==> config.mk <==
export PLATFORM = sky130hd
export DESIGN_NAME = uart_rx_frame_ctrl
export DESIGN_NICKNAME = d
export VERILOG_FILES = /design/src/rtl/uart_rx_frame_ctrl.sv
export SDC_FILE = /design/constraint.sdc
export NUM_CORES = 1
export LEC_CHECK = 0
export ABC_CLOCK_PERIOD_IN_PS = 3900
export CORE_ASPECT_RATIO = 0.8
export CORE_MARGIN = 5
export CORE_UTILIZATION = 35
export DETAILED_ROUTE_END_ITERATION = 10
export GPL_ROUTABILITY_DRIVEN = 0
export PLACE_DENSITY_LB_ADDON = 0.2
export SLEW_MARGIN = 20
export SYNTH_ARGS = -nofsm -noshare
export SYNTH_HDL_FRONTEND = slang
export SYNTH_SLANG_ARGS = --single-unit
==> constraint.sdc <==
create_clock -name clock -period 3.9 [get_ports clock]
set_input_delay 0.78 -clock clock [delete_from_list [all_inputs] [get_ports clock]]
set_output_delay 0.78 -clock clock [all_outputs]
set_load 0.05 [all_outputs]
==> src/rtl/uart_rx_frame_ctrl.sv <==
// UART receive framer: SOF, LEN, payload, XOR checksum; buffers good payloads and streams them out.
// Optional inter-byte timeout is built when UART_RX_FRAME_TIMEOUT_EN is defined.
module uart_rx_frame_ctrl #(
    parameter int         MAX_LEN       = 16,
    parameter logic [7:0] SOF_BYTE      = 8'hA5,
    parameter int         TIMEOUT_TICKS = 200
) (
    input  logic       clock,
    input  logic       reset,
    input  logic       baud_tick,
    input  logic [7:0] rx_data,
    input  logic       rx_done,
    output logic [7:0] out_data,
    output logic       out_valid,
    input  logic       out_ready,
    output logic       out_last,
    output logic       frame_ok,
    output logic       frame_err,
    output logic [1:0] err_code,
    output logic [7:0] drop_count,
    output logic       busy
);

    localparam int         IDX_W     = (MAX_LEN > 1) ? $clog2(MAX_LEN) : 1;
    localparam logic [7:0] MAX_LEN_B = 8'(MAX_LEN);
    localparam logic [1:0] ERR_LEN   = 2'b01;
    localparam logic [1:0] ERR_CHK   = 2'b10;
    localparam logic [1:0] ERR_TO    = 2'b11;

    typedef enum logic [2:0] {HUNT, LEN, PAYLOAD, CHECK, DRAIN} state_t;

    function automatic logic [7:0] sat_inc(input logic [7:0] v);
        return (v == 8'hFF) ? v : v + 8'd1;
    endfunction

    state_t           state, state_nxt;
    logic             rx_done_d, armed, vld_p0;
    logic [7:0]       byte_p0;
    logic [IDX_W-1:0] idx, rd;
    logic [7:0]       len_m1, chk;
    logic [7:0]       buf_mem [MAX_LEN];
    logic             bad_len, idx_last, rd_last, accept, chk_match, in_frame, timeout;
    logic             ok_set, err_set;
    logic [1:0]       code_set;

    // Stage p0: one event per rx_done rising edge; armed blocks a level already high at reset release
    always_ff @(posedge clock or posedge reset) begin
        if (reset) begin
            rx_done_d <= 1'b0;
            armed     <= 1'b0;
            vld_p0    <= 1'b0;
        end else begin
            rx_done_d <= rx_done;
            armed     <= armed | ~rx_done;
            vld_p0    <= rx_done & ~rx_done_d & armed;
        end
    end

    always_ff @(posedge clock) begin
        byte_p0 <= rx_data;
    end

    assign bad_len   = (byte_p0 == 8'd0) || (byte_p0 > MAX_LEN_B);
    assign idx_last  = (8'(idx) == len_m1);
    assign rd_last   = (8'(rd) == len_m1);
    assign chk_match = (byte_p0 == chk);
    assign accept    = out_valid & out_ready;
    assign in_frame  = (state == LEN) || (state == PAYLOAD) || (state == CHECK);

`ifdef UART_RX_FRAME_TIMEOUT_EN
    localparam int TO_W = $clog2(TIMEOUT_TICKS + 1);
    logic [TO_W-1:0] to_cnt;

    // A byte arriving on the terminal tick takes priority over the timeout
    assign timeout = baud_tick && !vld_p0 && in_frame &&
                     (to_cnt == TO_W'(TIMEOUT_TICKS - 1));

    always_ff @(posedge clock or posedge reset) begin
        if (reset) begin
            to_cnt <= '0;
        end else if (vld_p0 || !in_frame || timeout) begin
            to_cnt <= '0;
        end else if (baud_tick) begin
            to_cnt <= to_cnt + 1'b1;
        end
    end
`else
    logic unused_baud_tick;
    assign unused_baud_tick = baud_tick;
    assign timeout          = 1'b0;
`endif

    always_ff @(posedge clock or posedge reset) begin
        if (reset) state <= HUNT;
        else       state <= state_nxt;
    end

    always_comb begin
        state_nxt = state;
        unique case (state)
            HUNT: begin
                if (vld_p0 && (byte_p0 == SOF_BYTE)) state_nxt = LEN;
            end
            LEN: begin
                if (vld_p0)       state_nxt = bad_len ? HUNT : PAYLOAD;
                else if (timeout) state_nxt = HUNT;
            end
            PAYLOAD: begin
                if (vld_p0) begin
                    if (idx_last) state_nxt = CHECK;
                end else if (timeout) begin
                    state_nxt = HUNT;
                end
            end
            CHECK: begin
                if (vld_p0)       state_nxt = chk_match ? DRAIN : HUNT;
                else if (timeout) state_nxt = HUNT;
            end
            DRAIN: begin
                if (accept && rd_last) state_nxt = HUNT;
            end
            default: state_nxt = HUNT;
        endcase
    end

    always_comb begin
        out_valid = (state == DRAIN);
        out_last  = out_valid && rd_last;
        out_data  = out_valid ? buf_mem[rd] : 8'd0;
        busy      = (state != HUNT);
        ok_set    = 1'b0;
        err_set   = 1'b0;
        code_set  = 2'b00;
        if (state == LEN && vld_p0 && bad_len) begin
            err_set  = 1'b1;
            code_set = ERR_LEN;
        end else if (state == CHECK && vld_p0) begin
            ok_set   = chk_match;
            err_set  = !chk_match;
            code_set = ERR_CHK;
        end else if (timeout) begin
            err_set  = 1'b1;
            code_set = ERR_TO;
        end
    end

    // Stage p1: status pulses one cycle after the event that decided them
    always_ff @(posedge clock or posedge reset) begin
        if (reset) begin
            frame_ok  <= 1'b0;
            frame_err <= 1'b0;
            err_code  <= 2'b00;
        end else begin
            frame_ok  <= ok_set;
            frame_err <= err_set;
            if (err_set) err_code <= code_set;
        end
    end

    always_ff @(posedge clock or posedge reset) begin
        if (reset) begin
            idx        <= '0;
            rd         <= '0;
            len_m1     <= 8'd0;
            chk        <= 8'd0;
            drop_count <= 8'd0;
        end else begin
            unique case (state)
                LEN: begin
                    if (vld_p0 && !bad_len) begin
                        len_m1 <= byte_p0 - 8'd1;
                        chk    <= byte_p0;
                        idx    <= '0;
                    end
                end
                PAYLOAD: begin
                    if (vld_p0) begin
                        chk <= chk ^ byte_p0;
                        if (!idx_last) idx <= idx + 1'b1;
                    end
                end
                CHECK: begin
                    if (vld_p0 && chk_match) rd <= '0;
                end
                DRAIN: begin
                    if (accept && !rd_last) rd <= rd + 1'b1;
                    if (vld_p0) drop_count <= sat_inc(drop_count);
                end
                default: ;
            endcase
        end
    end

    always_ff @(posedge clock) begin
        if (state == PAYLOAD && vld_p0) buf_mem[idx] <= byte_p0;
    end

endmodule

==> flow_metrics.py, run 1 <==
metrics = {
    "global_routing": {
        "track_usage": 0.142,
        "overflow": 0,
        "grt_pass1_vias": 4256,
        "antenna_found_initial": 0,
        "grt_max_degree": 38,
        "grt_pass1_wl_um": 25800,
    },
    "run_status": {
        "outcome": "completed",
    },
    "timing": {
        "setup_viol": 0,
        "rsz0062_at_grt": "false",
        "setup_tns_ns": 0,
        "period_minus_slack_ns": 3.55,
        "finalHoldViolations": 0,
        "fin_worst_hold_slack_ns": 0.398,
        "timing.fmax_mhz": 282,
        "drv_slew": 0,
        "finClkSkew_ns": 0.0130,
        "max_slew_margin": 0.339,
        "worstMarginPinSlew_ns": 0.983,
        "min_period_over_period": 0.910,
    },
    "routing": {
        "postRouteAntennaNets": 0,
        "drt_iter0_drc": 347,
        "routedWlPerCell_um": 20.9,
        "wl_met2_um": 7690,
        "drtPass1Iterations": 4,
        "routed_wl_um": 16500,
        "top_layer": "met4",
        "wl_met3_um": 734,
        "avgViaCountPerCell": 5.12,
        "routed-via-count": 4047,
        "drc": 0,
        "drt-met1-wl_um": 7990,
    },
    "power": {
        "leakage_nw": 3.17,
        "powerDensity_nw_per_um2": 438,
        "peakVddDrop_v": 0.000243,
    },
    "layout": {
        "area_growth_syn_to_layout_pct": 17.9,
        "nets": 531,
        "multiInputGateArea_um2": 2260,
        "antenna-diode-count": 0,
        "finalInstanceArea_um2": 8800,
        "num-fill-cells": 1882,
        "final_util": 0.423,
        "layout-drive-gt1-share": 0.205,
        "seqCellArea_um2": 5060,
    },
    "worst_hold_path": {
        "hold_class": "reg -> reg",
    },
    "synth": {
        "ys_seq_area_frac": 0.677,
        "mappedNetlistNets": 480,
        "synth_area_um2": 7460,
        "synthFlopType": "edfxtp_1",
        "yosysWarnings": 0,
        "synth-seq-cells": 178,
        "ys_async_sr_fraction": 0.236,
        "synthCells": 458,
        "yosysUniqueCellTypes": 47,
        "synth_edf_count": 128,
        "syn_avg_cell_area_um2": 16.3,
    },
    "clock_tree": {
        "htree_levels": 4,
        "cts_buffers": 17,
        "clk_path_buf_depth": 2,
        "cts_hold_buf": 0,
        "cts_setup_buffers": 0,
        "cts.clk_slew.worst_paths_ns": 0.07,
        "ctsRootBufferMaster": "clkbuf_16",
        "cts_tree": "done",
        "clk_latency_ns": 0.43,
        "cts.sinks": 178,
        "cts_resized": 0,
    },
    "critical_path": {
        "crit_arrival_ns": 2.77,
        "cp.required_ns": 3.12,
        "end_kind": "output port",
        "crit_fanout": 18,
        "r2r_slack_ns": 1.39,
        "critPathKind": "reg -> out",
        "start_kind": "flop",
    },
    "floorplanning": {
        "fp.dieW_um": 173,
        "coreArea_um2": 20800,
        "dieArea_um2": 24400,
        "io_pins": 36,
        "start_util": 0.359,
        "rows": 47,
        "die_height_um": 141,
    },
    "placed_design": {
        "dpl.hpwl_um": 11000,
        "portBuffers": 34,
        "post_dp_cell_area_um2": 8200,
    },
    "run": {
        "cap_violations": 0,
    },
}
where the power goes:
part / switching (mW) / internal [mW] / leakage, nW / total, mW
Combinational: 0.0458 / 0.0261 / 1.10 / 0.0718
Sequential: 0.0145 / 2.04 / 1.79 / 2.05
Clock: 0.719 / 1.01 / 0.274 / 1.73
logic make-up after synthesis:
| family | after synthesis | share of synthesized area |
|---|---|---|
| adders and majority gates | 9 | 0.0151 |
| muxes | 47 | 0.130 |
| DFF | 178 | 0.677 |
| and+or+nand+nor | 117 | 0.0811 |
| buffers and inverters | 36 | 0.0218 |
| xor gates and xnor gates | 29 | 0.0340 |
| AOI/OAI and AO/OA | 42 | 0.0402 |
synth_stat cells (3+ instances only):
cell type / count / share of area
a21o_1: 3 / 0.0030
a21oi_1: 4 / 0.0027
a31oi_1: 4 / 0.0034
and2_1: 9 / 0.0075
and3_1: 11 / 0.0092
buf_2: 3 / 0.0020
clkbuf_1: 14 / 0.0070
dfrtp_1: 42 / 0.14
dfxtp_1: 8 / 0.021
edfxtp_1: 128 / 0.52
ha_1: 9 / 0.015
inv_1: 14 / 0.0070
mux2i_1: 5 / 0.0067
mux4_2: 40 / 0.12
nand2_1: 35 / 0.018
nand2b_1: 4 / 0.0034
nand3_1: 9 / 0.0060
nand4_1: 5 / 0.0042
nor2_1: 16 / 0.0080
nor2b_1: 3 / 0.0025
nor3_1: 10 / 0.0067
nor4_1: 6 / 0.0050
o21ai_0: 12 / 0.0080
o31a_1: 7 / 0.0082
xnor2_1: 14 / 0.016
xor2_1: 15 / 0.018
placed cells by master (no fill, tap or decap), drive strengths merged, types with 5 or more instances in the layout:
cell type / Yosys / layout
edfxtp: 128 / 128
dfrtp: 42 / 42
mux4: 40 / 40
nand2: 35 / 35
buf: 6 / 29
clkdlybuf4s50: 0 / 25
clkbuf: 16 / 20
nor2: 16 / 16
xor2: 15 / 15
inv: 14 / 15
xnor2: 14 / 14
o21ai: 12 / 12
and3: 11 / 11
nor3: 10 / 10
nand3: 9 / 9
and2: 9 / 9
ha: 9 / 9
dfxtp: 8 / 8
o31a: 7 / 7
nor4: 6 / 6
nand4: 5 / 5
mux2i: 5 / 5
final timing paths:
| path | from | to | cells past startpoint |
|---|---|---|---|
| setup reg to reg | byte_p0[1] | len_m1[7] | 8 |
| setup / recovery | rd[0] | out_data[0] | 5 |
| hold / removal | rx_done_d | vld_p0 | 1 |
| hold reg to reg | rx_done_d | vld_p0 | 1 |
| max in group asynchronous | reset | chk[7] | 3 |
| min in group asynchronous | reset | drop_count[4] | 2 |
registers in the layout, indices dropped and copies added (netlist names):
signal,count
rd,4
idx,4
err_code,2
frame_ok,1
state,3
frame_err,1
vld_p0,1
drop_count,8
chk,8
rx_done_d,1
len_m1,8
buf_mem,128
byte_p0,8
armed,1
critical path, cell delays in order, from the launching register on:
cell	delay, ns
dfrtp_2	0.65
buf_12	0.25
mux4_2	0.55
mux4_2	0.51
and2_1	0.19
buf_4	0.19
per-layer routing:
metal	global-route usage	vias up
li1	-	1856
met1	0.197	2111
met2	0.223	72
met3	0.0396	8
met4	0.0344	0
met5	0	-
metrics by stage:
step | power, mW | setup slack [ns] | cells
4_1_cts | 3.89 | 0.286 | 791
6_report | 3.85 | 0.350 | 791
2_1_floorplan | 2.12 | 0.652 | 458
3_5_place_dp | 2.16 | 0.755 | 759
5_1_grt | 3.98 | 0.204 | 791
3_3_place_gp | 2.16 | 0.760 | 759
cell type report:
type                       instances  share of cell area
tap                              269              0.0383
clock inverter                    12              0.0178
inverter                          14             0.00597
multi-input combinational        244               0.257
timing repair buffer              54              0.0560
clock buffer                      20              0.0496
sequential                       178               0.575
Note: power is estimated with default switching activity, not from simulation.
==> run 2: changes to the inputs <==
--- a/config.mk
+++ b/config.mk
@@ -6,6 +6,7 @@
 export NUM_CORES = 1
 export LEC_CHECK = 0
 export ABC_CLOCK_PERIOD_IN_PS = 3900
+export CAP_MARGIN = 20
 export CORE_ASPECT_RATIO = 0.8
 export CORE_MARGIN = 5
 export CORE_UTILIZATION = 35
==> results of run 2 <==
Same layout as run 1: the final DEF is identical, and so are final timing and power.
==> run 3: changes to the inputs <==
--- a/config.mk
+++ b/config.mk
@@ -17,3 +17,4 @@
 export SYNTH_ARGS = -nofsm -noshare
 export SYNTH_HDL_FRONTEND = slang
 export SYNTH_SLANG_ARGS = --single-unit
+export TNS_END_PERCENT = 30
==> results of run 3 <==
Same layout as run 1: the final DEF is identical, and so are final timing and power.
